<file path="config.mk">
export PLATFORM = sky130hd
export DESIGN_NAME = poly_add_mod
export DESIGN_NICKNAME = d
export VERILOG_FILES = /design/src/rtl/fv_pkg.sv /design/src/rtl/axis_join2.sv /design/src/rtl/poly_add_mod.sv
export SDC_FILE = /design/constraint.sdc
export NUM_CORES = 1
export LEC_CHECK = 0
export CAP_MARGIN = 20
export CORE_MARGIN = 4
export CORE_UTILIZATION = 54
export CTS_CLUSTER_DIAMETER = 80
export DETAILED_ROUTE_END_ITERATION = 7
export GPL_TIMING_DRIVEN = 0
export MAX_ROUTING_LAYER = met4
export PLACE_DENSITY = 0.83
export SKIP_CTS_REPAIR_TIMING = 1
export SYNTH_ARGS = -nofsm -noshare
export SYNTH_HDL_FRONTEND = slang
export SYNTH_SLANG_ARGS = --single-unit
</file>
<file path="constraint.sdc">
create_clock -name clk -period 8.8 [get_ports clk]
set_input_delay 0.88 -clock clk [delete_from_list [all_inputs] [get_ports clk]]
set_output_delay 0.88 -clock clk [all_outputs]
set_load 0.01 [all_outputs]
</file>
<file path="src/rtl/fv_pkg.sv">
// Shared types and helpers for the FV encryption datapath.
// Coefficient types are sized for the widest supported QW; narrower blocks zero-extend.
package fv_pkg;

    localparam int                    QW_DEFAULT = 64;
    localparam logic [QW_DEFAULT-1:0] Q_DEFAULT  = 64'hFFFF_FFFF_0000_0001;

    typedef logic [QW_DEFAULT-1:0] coeff_t;
    typedef logic [QW_DEFAULT:0]   coeff_sum_t;

    // Single conditional subtract; valid whenever sum < 2*q.
    function automatic coeff_t mod_sub_q(input coeff_sum_t sum, input coeff_t q);
        coeff_sum_t q_ext;
        q_ext = {1'b0, q};
        return (sum >= q_ext) ? coeff_t'(sum - q_ext) : coeff_t'(sum);
    endfunction

endpackage

</file>
<file path="src/rtl/axis_join2.sv">
// Two-input AXI-stream join: each side is ready only when the other side is valid,
// so a pair is always consumed together.
module axis_join2 (
    input  logic i_en,
    input  logic i_a_vld,
    input  logic i_b_vld,
    output logic o_a_rdy,
    output logic o_b_rdy,
    output logic o_accept
);

    always_comb begin
        o_a_rdy  = i_en && i_b_vld;
        o_b_rdy  = i_en && i_a_vld;
        o_accept = i_en && i_a_vld && i_b_vld;
    end

endmodule

</file>
<file path="src/rtl/poly_add_mod.sv">
// c = (z + e) mod Q, coefficient-wise, as a two-stage pipeline with counter-derived framing
// and sticky framing/range error flags.
module poly_add_mod
    import fv_pkg::*;
#(
    parameter int             N  = 16,
    parameter int             QW = 64,
    parameter logic [QW-1:0]  Q  = QW'(Q_DEFAULT)
) (
    input  logic          clk,
    input  logic          s_rst,
    input  logic [QW-1:0] i_z_data,
    input  logic          i_z_vld,
    input  logic          i_z_last,
    output logic          o_z_rdy,
    input  logic [QW-1:0] i_e_data,
    input  logic          i_e_vld,
    input  logic          i_e_last,
    output logic          o_e_rdy,
    output logic [QW-1:0] o_c_data,
    output logic          o_c_vld,
    output logic          o_c_last,
    input  logic          i_c_rdy,
    output logic          o_err_frame,
    output logic          o_err_range,
    output logic          o_poly_done
);

    localparam int             CW       = $clog2(N);
    localparam logic [CW-1:0]  LAST_IDX = CW'(N - 1);

    logic          w_en;
    logic          w_accept;
    logic          w_cnt_last;
    logic          w_range_bad;
    logic [QW-1:0] w_mod;

    logic [CW-1:0] r_cnt;
    logic          r_s1_vld;
    logic          r_s1_last;
    logic [QW:0]   r_s1_sum;

    // Global stall: both stages move together whenever the output slot can take data.
    always_comb begin
        w_en        = !o_c_vld || i_c_rdy;
        w_cnt_last  = (r_cnt == LAST_IDX);
        w_range_bad = (i_z_data >= Q) || (i_e_data >= Q);
        w_mod       = QW'(mod_sub_q(coeff_sum_t'(r_s1_sum), coeff_t'(Q)));
    end

    axis_join2 u_join (
        .i_en     (w_en),
        .i_a_vld  (i_z_vld),
        .i_b_vld  (i_e_vld),
        .o_a_rdy  (o_z_rdy),
        .o_b_rdy  (o_e_rdy),
        .o_accept (w_accept)
    );

    always_ff @(posedge clk) begin
        if (s_rst) begin
            r_cnt       <= '0;
            r_s1_vld    <= 1'b0;
            r_s1_last   <= 1'b0;
            r_s1_sum    <= '0;
            o_c_vld     <= 1'b0;
            o_c_last    <= 1'b0;
            o_c_data    <= '0;
            o_err_frame <= 1'b0;
            o_err_range <= 1'b0;
            o_poly_done <= 1'b0;
        end else begin
            o_poly_done <= o_c_vld && i_c_rdy && o_c_last;

            if (w_accept) begin
                r_cnt <= w_cnt_last ? '0 : r_cnt + 1'b1;
                if ((i_z_last != w_cnt_last) || (i_e_last != w_cnt_last))
                    o_err_frame <= 1'b1;
                if (w_range_bad)
                    o_err_range <= 1'b1;
            end

            if (w_en) begin
                r_s1_vld <= w_accept;
                if (w_accept) begin
                    r_s1_sum  <= {1'b0, i_z_data} + {1'b0, i_e_data};
                    r_s1_last <= w_cnt_last;
                end
                o_c_vld <= r_s1_vld;
                // Output data/last only refresh with a valid stage-1 entry, keeping idle outputs quiet.
                if (r_s1_vld) begin
                    o_c_data <= w_mod;
                    o_c_last <= r_s1_last;
                end else begin
                    o_c_last <= 1'b0;
                end
            end
        end
    end

endmodule
</file>
==> impl_metrics.yaml <==
run_status:
  outcome: "finished, final reports clean"
power:
  sequential_share_of_power_pct: 34.4
  power_density_nw_per_um2: 156
  power.clock.fraction_pct: 35.9
  power_switching_share_pct: 31.9
  comb_power_share_pct: 29.7
  leakage_nw: 4.87
  netSwitchingPower_w: 0.000666
  worst_ir_drop_vdd_uv: 144
  intPower_w: 0.00143
clocking:
  numClockSinks: 140
  cts_root_buf: "clkbuf_16"
  path_clk_slew_ns: 0.05
  numCtsBuffers: 17
  cts_tree: "done"
  clock_latency_ns: 0.42
  cts_htree_levels: 4
  clock_tree.buffer_depth: 2
synth:
  post_synth_xor_area_fraction_pct: 7.61
  largest_family_of_logic_cells_by_synthesized_area: "compound AO/OA/AOI/OAI gates"
  yosys-top-cells-count: "nand2_1 (169), a21oi_1 (167), dfxtp_1 (140), o21ai_0 (119), nor2_1 (91)"
  synth.yosys.seq_area_share_pct: 26.8
  synthesis.area_per_instance_sq_um: 7.44
  yosys.area_share.simple_pct: 26.0
  synth_most_common_cell: "nand2_1"
  count_of_flip_flops_with_a_built_in_enable_after_synthesis: 0
  synth_warnings: 0
  netlist-cell-type-count: 73
  ys_top_cells_by_area: "dfxtp_1 (27%), ha_1 (8.0%), a21oi_1 (8.0%)"
  synth_top_cell_area_share_pct: 26.8
  synth-async-reset-ratio_pct: 0
  mappedNetlistArea_sq_um: 10500
  synth.mux.area_fraction_pct: 0
  synth.ff_latch_count: 140
  synth.largest_area_cell: "dfxtp_1"
  synth_ff_type: "dfxtp_1"
  synthesis.instances: 1405
  syn_nets: 1608
  synth_compound_area_share_pct: 26.9
  synth_adder_area_share_pct: 8.21
floorplanning:
  num_io_pins: 206
  initial_utilization_pct: 55.4
  floorplan.die.width_um: 147
  rows: 50
  floorplan.core_area_sq_um: 18900
  dieArea_sq_um: 21700
  fp.dieH_um: 147
timing:
  timing_max_transition_violations_final: 0
  timing.max_slew.rel_slack_pct: 46.6
  fmax_mhz: 240
  grt_setup_unrepaired: "false"
  totalNegativeSetupSlack_ns: 0
  finClkSkew_ns: 0.00622
  setup_viol_count_final: 0
  fin_crit_ns: 4.17
  worst-slew-pin-transition_ns: 0.799
  timing.final.crit_share_pct: 47.4
  finalHoldWorstSlack_ns: 0.477
  report.final.hold_viol_count: 0
hold_path:
  whs_endpoint: "o_err_frame$_SDFFE_PP0P_"
  hold_path_depth: 2
  min_delay_path_class: "flop to flop"
  startpoint_of_the_tightest_hold_check_path: "o_err_frame$_SDFFE_PP0P_"
final_layout:
  total_of_fill_cells_in_the_finished_design: 1533
  multiInputGateArea_sq_um: 7190
  final_nets: 1831
  ff_latch_area_sq_um: 2800
  antenna_cells_inserted: 0
  fraction_of_layout_instances_using_a_drive_strength_above_1_pct: 3.66
  flow.area_growth_from_synthesis_pct: 28.5
setup_path:
  critical_path.max_fanout: 6
  crit_path_start: "i_z_data[0]"
  reg2reg_from: "r_s1_sum[2]$_SDFFE_PP0P_"
  crit_slowest_cell: "o211ai_1"
  worstPathBufferInverterCount: 1
  timing.critical_path.max_delay_family: "compound AO/OA/AOI/OAI gates"
  critPathCaptureType: "flop"
  critical_path_cell_by_cell: "clkdlybuf4s50_1 > ha_1 > fa_1 > a21o_1 > and4_1 > o21ai_0 > a211oi_1 > o211ai_1 > a31oi_1 > or3_1 > a32o_1"
  critPathRequiredTime_ns: 9.11
  worstSetupStartpointType: "input port"
  worst_r2r_path_depth: 9
  timing.rr.end: "o_c_data[61]$_SDFFE_PP0P_"
  critPathKind: "input port to flop"
  reg2reg_setup_slack_ns: 5.88
  worst_path_largest_cell_delay_ns: 0.54
  critPathArrivalTime_ns: 4.49
place:
  detailed_place_hpwl_um: 29700
  gp_routability_congestion: 1.02
  port-buffer-count: 204
grt:
  groute.usage.overall_pct: 33.2
  grt_max_degree: 17
  gr-total-overflow: 0
  grt_first_pass_wirelength_um: 57600
  first_global_vias: 11100
  antenna_found_initial: 0
drt:
  postRouteAntennaNets: 0
  post_drt_wl_per_cell_um: 19.2
  drt_first_pass_iters: 5
  vias_cell: 6.22
  route.vias.total: 11800
  wirelength_um: 36400
  detail_route.iter0.violations: 1104
  drcViolationCount: 0
run:
  maxCapViolations: 0
metrics by stage:
step | setup WS [ns] | instances | total power [W] | util (%) | cell area (sq um)
floorplan | 5.34 | 1405 | 0.00109 | - | 10500
global placement | 4.29 | 1869 | 0.00132 | 67.9 | 12800
detailed placement | 4.25 | 1869 | 0.00133 | 67.9 | 12800
CTS | 4.67 | 1899 | 0.00207 | 71.2 | 13400
global route | 4.41 | 1899 | 0.00218 | 71.2 | 13400
finish | 4.63 | 1899 | 0.00209 | 71.2 | 13400
power groups by stage:
stage               registers, W  logic [W]  clock network, W
CTS                     0.000717   0.000607          0.000749
detailed placement      0.000730   0.000602                 0
global placement        0.000728   0.000593                 0
floorplan               0.000725   0.000369                 0
global route            0.000724   0.000675          0.000778
finish                  0.000720   0.000621          0.000751
final cells by class:
class	count	share of cell area (%)
tap	260	2.42
buffer	83	2.64
multi-input combinational	1152	53.5
clock buffer	23	3.56
sequential	140	20.8
clock inverter	7	1.02
timing repair buffer	204	15.2
inverter	30	0.838
cells in the final DEF, fill, tap and decap left out, types with 9 or more instances in the layout:
master,Yosys,routed
nor4_1,26,26
a32o_1,13,13
ha_1,67,67
xor2_1,42,42
nand2_1,169,169
or3_1,22,22
a21o_1,32,32
a211oi_1,26,26
o21ai_0,119,119
and2_1,9,9
nand3_1,48,48
a31oi_1,19,19
dfxtp_1,140,140
nor2_1,91,91
a21oi_1,167,167
clkbuf_1,68,71
o21bai_1,13,13
xnor2_1,47,47
o211ai_1,13,13
clkdlybuf4s50_1,0,204
inv_1,30,30
nand4_1,64,64
clkbuf_16,0,17
nor3_1,40,40
worst max path at each step:
stage                                end  slack (ns)  cells after the start
2_1_floorplan  r_s1_sum[52]$_SDFFE_PP0P_        5.34                     10
4_1_cts        r_s1_sum[52]$_SDFFE_PP0P_        4.67                     11
5_1_grt        r_s1_sum[52]$_SDFFE_PP0P_        4.41                     11
3_3_place_gp   r_s1_sum[52]$_SDFFE_PP0P_        4.29                     11
3_5_place_dp   r_s1_sum[52]$_SDFFE_PP0P_        4.25                     11
6_report       r_s1_sum[52]$_SDFFE_PP0P_        4.63                     11
routing by layer:
metal	wire length (um)	part of all wire, %	vias up	global-route usage, %
met5	0	0	-	-
met4	741	2.0	0	8.48
met3	2940	8.1	54	3.49
met2	15700	43	572	50.0
met1	17100	47	5496	47.7
li1	-	-	5688	-
logic make-up (layout without fill, tap and decap cells):
| group | count (synthesis) | after routing |
|---|---|---|
| and+or+nand+nor | 534 | 534 |
| xor gates and xnor gates | 90 | 90 |
| DFF | 140 | 140 |
| adders and majority gates | 68 | 68 |
| buffers and inverters | 113 | 347 |
| AOI/OAI and AO/OA | 460 | 460 |
worst min-delay path, stage by stage, from the launching register on:
cell	delay, ns
dfxtp_1	0.33
a31oi_1	0.04
nor2_1	0.07
sequential cells by signal (all words and copies together) (netlist names):
signal	cells
o_err_range	1
r_s1_last	1
r_s1_vld	1
r_cnt	4
o_err_frame	1
o_c_vld	1
o_poly_done	1
o_c_last	1
o_c_data	64
r_s1_sum	65
Note: power is estimated with default switching activity, not from simulation.
